$ cat src/rtl/debounce_sync.sv
// debounce_sync
//   Turns a raw asynchronous single-bit input (push-button or switch) into a
//   clean level synchronous to clk. The signal passes through a 2-flop
//   synchronizer and then a counter-qualified debounce FSM. A new level must be
//   seen on STABLE_CYCLES consecutive synchronized samples before dout follows
//   it. Single-cycle rise/fall pulses mark each accepted edge.
//
// Ports
//   clk       in   system clock, rising-edge active
//   rst       in   synchronous, active-high reset (dominates everything)
//   din_async in   raw asynchronous input
//   dout      out  debounced, synchronized level (registered)
//   rise      out  one-cycle pulse in the first cycle dout shows 1
//   fall      out  one-cycle pulse in the first cycle dout shows 0
//   busy      out  high while a candidate transition is being qualified
//
// Parameters
//   STABLE_CYCLES  consecutive samples required to accept a change (2 .. 2**CNT_W-1)
//   CNT_W          width of the qualification counter
module debounce_sync #(
  parameter int STABLE_CYCLES = 4,
  parameter int CNT_W         = 8
) (
  input  logic clk,
  input  logic rst,
  input  logic din_async,
  output logic dout,
  output logic rise,
  output logic fall,
  output logic busy
);

  typedef enum logic [1:0] {
    LOW       = 2'd0,
    QUAL_HIGH = 2'd1,
    HIGH      = 2'd2,
    QUAL_LOW  = 2'd3
  } state_t;

  localparam logic [CNT_W-1:0] CNT_LAST = CNT_W'(STABLE_CYCLES - 1);
  localparam logic [CNT_W-1:0] CNT_ONE  = CNT_W'(1);

  logic s1;
  logic s2;

  state_t           state;
  state_t           state_next;
  logic [CNT_W-1:0] cnt;
  logic [CNT_W-1:0] cnt_next;
  logic             dout_next;
  logic             rise_next;
  logic             fall_next;

  // ---- stage 0/1: two-flop synchronizer; only s2 is used downstream ----
  always_ff @(posedge clk) begin
    if (rst) begin
      s1 <= 1'b0;
      s2 <= 1'b0;
    end else begin
      s1 <= din_async;
      s2 <= s1;
    end
  end

  // ---- stage 2: debounce FSM state, counter and registered outputs ----
  always_ff @(posedge clk) begin
    if (rst) begin
      state <= LOW;
      cnt   <= '0;
      dout  <= 1'b0;
      rise  <= 1'b0;
      fall  <= 1'b0;
    end else begin
      state <= state_next;
      cnt   <= cnt_next;
      dout  <= dout_next;
      rise  <= rise_next;
      fall  <= fall_next;
    end
  end

  // Next-state logic. The counter holds the number of consecutive samples of
  // the candidate level seen so far; it is loaded with 1 on entry to a
  // qualifying state and tops out at STABLE_CYCLES-1, so it never wraps.
  always_comb begin
    state_next = state;
    cnt_next   = cnt;
    dout_next  = dout;
    rise_next  = 1'b0;
    fall_next  = 1'b0;
    unique case (state)
      LOW: begin
        if (s2) begin
          state_next = QUAL_HIGH;
          cnt_next   = CNT_ONE;
        end else begin
          cnt_next   = '0;
        end
      end
      QUAL_HIGH: begin
        if (!s2) begin
          // excursion too short: back to LOW silently
          state_next = LOW;
          cnt_next   = '0;
        end else if (cnt == CNT_LAST) begin
          state_next = HIGH;
          cnt_next   = '0;
          dout_next  = 1'b1;
          rise_next  = 1'b1;
        end else begin
          cnt_next   = cnt + CNT_ONE;
        end
      end
      HIGH: begin
        if (!s2) begin
          state_next = QUAL_LOW;
          cnt_next   = CNT_ONE;
        end else begin
          cnt_next   = '0;
        end
      end
      QUAL_LOW: begin
        if (s2) begin
          state_next = HIGH;
          cnt_next   = '0;
        end else if (cnt == CNT_LAST) begin
          state_next = LOW;
          cnt_next   = '0;
          dout_next  = 1'b0;
          fall_next  = 1'b1;
        end else begin
          cnt_next   = cnt + CNT_ONE;
        end
      end
      default: begin
        state_next = LOW;
        cnt_next   = '0;
        dout_next  = 1'b0;
      end
    endcase
  end

  // Moore decode of the state register
  assign busy = (state == QUAL_HIGH) || (state == QUAL_LOW);

endmodule

$ cat config.mk
export PLATFORM = sky130hd
export DESIGN_NAME = debounce_sync
export DESIGN_NICKNAME = d
export VERILOG_FILES = /design/src/rtl/debounce_sync.sv
export SDC_FILE = /design/constraint.sdc
export NUM_CORES = 1
export LEC_CHECK = 0
export ABC_AREA = 1
export BUFFER_PORTS_ARGS = -buffer_cell sky130_fd_sc_hd__buf_4
export CELL_PAD_IN_SITES_DETAIL_PLACEMENT = 1
export CELL_PAD_IN_SITES_GLOBAL_PLACEMENT = 1
export CORE_AREA = 2 2 45 47
export CTS_CLUSTER_DIAMETER = 120
export DETAILED_ROUTE_END_ITERATION = 12
export DIE_AREA = 0 0 47 49
export PLACE_DENSITY = 0.66
export SETUP_SLACK_MARGIN = 0.05
export SLEW_MARGIN = 20
export SYNTH_ARGS = -nofsm -noshare
export SYNTH_HDL_FRONTEND = slang
export SYNTH_SLANG_ARGS = --single-unit
export TNS_END_PERCENT = 30
$ cat constraint.sdc
create_clock -name clk -period 1.52 [get_ports clk]
set_input_delay 0.304 -clock clk [delete_from_list [all_inputs] [get_ports clk]]
set_output_delay 0.304 -clock clk [all_outputs]
set_load 0.05 [all_outputs]
# After elaboration in Yosys (flattened, before gate mapping)
# Index checks and enable logic that the tools add are counted.
# classes
n_addsub,1
n_eq_ne,12
muxes,19
bitwise,3
reduce_logical,7
# ops
op,count
$pmux W8 S4,1
$mux W8,3
$mux W2,6
$ne A2 B2 Y1 const B,6
$add A8 B1 Y8 const B,1
$eq A8 B2 Y1 const B,1
$pmux W2 S4,1
$mux W1,7
$ne A3 B3 Y1 const B,2
$reduce_or A3 Y1,2
$reduce_and A5 Y1,1
$eq A2 B2 Y1 const B,2
$reduce_and A4 Y1,1
$not A1 Y1,3
$eq A2 B1 Y1 const B,1
$logic_not A2 Y1,1
$pmux W1 S2,1
$reduce_bool A2 Y1,1
$logic_or A1 B1 Y1,1
# word_totals
register_bits,15
input_bits,3
output_inout_bits,4
wordCells,49

# Depth between registers and ports, before layout
# logic_depth
word_depth,4
ltp_mapped,8
mapped_depth_nobuf,8

# Worst setup path before layout
# No wires, ideal clock.
# synth_path
path_type,register to register
from,register cnt[0]
to,register state[0]
setup_ns,0.116
arrival_ns,1.109
t_required_ns,1.404
setup_slack_ns,0.295
stages_incl_launch_ff,8
n_path_buf,0
synth_period_minus_slack_ns,1.225
path_cell_list,dfxtp_1 -> ha_1 -> nand2_1 -> nor2_1 -> nand2_1 -> nand2_4 -> nand2_1 -> and3_2
# synth_between
elab_chain_len,3
word_cells_on_any_way,4
classes_between,eq/ne (3); reduce/logical (1)
# synth_lines
item,line,source
"start, declared",48,logic [CNT_W-1:0] cnt;
"start signal, assigned",75,cnt <= cnt_next;
$eq A8 B2 Y1 (*),"105, 126",
$ne A3 B3 Y1 (no source line),-,
$reduce_and A4 Y1 (no source line) (*),-,
"end signal, assigned",74,state <= state_next;
"end, declared",46,state_t state;
# Mark *: on every way between the ends. The rest lies on a longest branch, timed or not.
# A chain may end at the register's enable or synchronous reset.

# Final worst setup path
# Ends and elaborated chain as after synthesis.

==> impl_metrics.tcl <==
set metrics [dict create \
    status "finished, final reports clean" \
    avgViaCountPerCell 4.48 \
    top_level_ports 7 \
    first_global_vias 530 \
    fin_area_um2 776 \
    final_min_period_over_clock_period_pct 86.1 \
    layout.cells.most_common "nor2_1" \
    diodes_inserted 0 \
    finalHoldViolCount 0 \
    drt-pass1-iter-count 3 \
    nets 99 \
    minimum_clock_period_after_layout_ps 1310 \
    rr_endpoint "state[0]$_SDFFE_PP0P_" \
    fill_cells 249 \
    endpoint_kind "register" \
    maxCapViolCount 0 \
    cts_tree "done" \
    highest_count_cells_in_the_layout_ignoring_fill_and_taps "19 x nor2_1, 15 x dfxtp_1, 14 x nand2_1" \
    clk-insertion-delay-late_ps 290 \
    drt-total-wl_um 1250 \
    netlist_instances 85 \
    hold_buffers 0 \
    post-route-worst-setup-slack_ps 211 \
    path_max_fanout 4 \
    syn-cell-area_um2 676 \
    cts_max_path_buffers 2 \
    r2r_start "cnt[0]$_SDFF_PP0_" \
    worst_margin_slew_ps 224 \
    maximum_number_of_pins_on_one_net_before_global_route_repair 10 \
    numPortBuffers 6 \
    drive_above_1_share_pct 20.2 \
    min_from "din_async" \
    cts-buffers-inserted 3 \
    std_cell_rows 16 \
    cp_data_arrival_time_ps 1510 \
    placeableCoreArea_mm2 0.00184 \
    holdPathStages 3 \
    seq_area_frac_synth_pct 44.4 \
    power.static_leakage_nw 0.300 \
    areaGrowthSynthToFinish_pct 14.8 \
    utilization_pct 42.1 \
    max-slew-margin-rel_pct 85.0 \
    die_y_um 49 \
    ffs_latches_synth 15 \
    detail-route-antenna-nets 0 \
    finalNonFillerCells 121 \
    worst-setup-path-type "register to register" \
    detailed_place.area_um2 746 \
    fp.dieArea_mm2 0.00230 \
    ys_warn_count 0 \
    startpoint_type "register" \
    setup.reg_to_reg.worst_slack_ps 210 \
    power_per_cell_area_mw_per_mm2 869 \
    clkSinkCount 15 \
    setup-violations-final 0 \
    gr-usage-all-layers_pct 13.9 \
    overflow 0 \
    mappedNetlistNets 89 \
    grt_first_pass_wirelength_um 2270 \
    drt_first_iter_violations 4 \
    clock-root-buffer "clkbuf_4" \
    cts_setup_buffers 0 \
    worstHoldPathType "input pin to register" \
    fmax_mhz 764 \
    peakVddDrop_uv 404 \
    globalplace.congestion 0.681 \
    critical_path_required_ps 1720 \
    dr_total_vias 542 \
    min_to "s1$_SDFF_PP0_" \
    route.detailed.wl_per_inst_um 10.3 \
    drv_slew 0 \
    fin_worst_skew_ps 7.62 \
    placedCellCount 117 \
    grt_setup_unrepaired "false" \
    timing.reg2reg.worst_path_depth 7 \
    remaining_drc_errors 0 \
    cts_max_level 1 \
    detailedPlacementHpwl_um 908 \
    floorplan.die.width_um 47 \
    synth.avg_cell_area_um2 7.95 \
    pre_cts_setup_slack_ps 182 \
    antenna_violations_before_repair 0 \
    clkTransAtPathRegs_ps 100 \
    starting_density_of_the_core_pct 36.7 \
    setup_total_negative_slack_ps 0 \
    synth.lib_cells_used.distinct 20 \
]
[power by group]
part / internal [mW] / switching (mW)
sequential: 0.399 / 0.00701
combinational: 0.0133 / 0.0207
clock: 0.0980 / 0.136
total: 0.510 / 0.164
[Yosys cell counts, drive strengths merged]
cell         number  share of area [%]
o21a              1                1.1
dlygate4sd1       1                1.3
dfxtp            15                 44
nand3             7                7.0
o21ai             1               0.74
nand3b            1                1.1
xnor2             1                1.3
and3              1                1.1
nand2            17                 12
a21oi             3                2.8
inv              11                6.1
xor2              3                3.9
nand4             1               0.93
ha                1                1.9
nor3b             2                3.7
nor2             19                 11
[flip-flops by register name, summed over array words and instances (netlist names), named ones only]
signal  flops
cnt         8
dout        1
fall        1
rise        1
s1          1
s2          1
state       1
[through the flow]
stage | total power, mW | hold WS [ps]
2_1_floorplan | 0.438 | 366
3_3_place_gp | 0.449 | 397
3_5_place_dp | 0.449 | 404
4_1_cts | 0.689 | 201
5_1_grt | 0.716 | 204
6_report | 0.674 | 208
[critical path: stages (launching register included)]
cell and delay, ps:
dfxtp_1 370, ha_2 230, nand2_1 60, nor2_1 90, nand2_1 130, nand2_4 100, nand2_1 60, and3_2 170
[kinds of logic after synthesis]
family	count (synthesis)	synth area share, %
AO/OA/AOI/OAI	5	4.63
XOR/XNOR	4	5.19
adder cells (fa/ha/maj)	1	1.85
buffers and inverters	12	7.41
flip-flops	15	44.4
AND/OR/NAND/NOR	48	36.5
[layout make-up]
cell class	count	area, um^2	share of cell area [%]
clock buffers	3	22.5	2.90
clock inverters	1	5.00	0.645
inverters	11	41.3	5.32
multi-input cells	58	328	42.3
flip-flops and latches	15	300	38.7
well taps	27	33.8	4.35
repair buffers	6	45.0	5.81
[worst max path at each step]
stage,from,endpoint,slack (ps),cells after the start
2_1_floorplan,cnt[0]$_SDFF_PP0_,state[0]$_SDFFE_PP0P_,290,7
3_3_place_gp,cnt[0]$_SDFF_PP0_,state[0]$_SDFFE_PP0P_,240,7
3_5_place_dp,cnt[0]$_SDFF_PP0_,state[0]$_SDFFE_PP0P_,180,7
4_1_cts,cnt[0]$_SDFF_PP0_,state[0]$_SDFFE_PP0P_,170,7
5_1_grt,cnt[0]$_SDFF_PP0_,state[0]$_SDFFE_PP0P_,80,7
6_report,cnt[0]$_SDFF_PP0_,state[0]$_SDFFE_PP0P_,210,7
[routing by layer]
metal | share of wire [%] | up-vias | track usage, %
met5 | 0 | - | 0
met4 | 3.5 | 0 | 8.33
met3 | 3.2 | 5 | 4.44
met2 | 45 | 8 | 19.2
met1 | 48 | 246 | 18.4
li1 | - | 283 | -
[timing repair]
| item | 4_1_cts | 5_1_grt |
|---|---|---|
| resized for setup | 0 | 1 |
| setup endpoints to repair | 0 | 1 |
| endpoints found under the hold margin | 0 | 0 |
(Power assumes the default switching activity.)
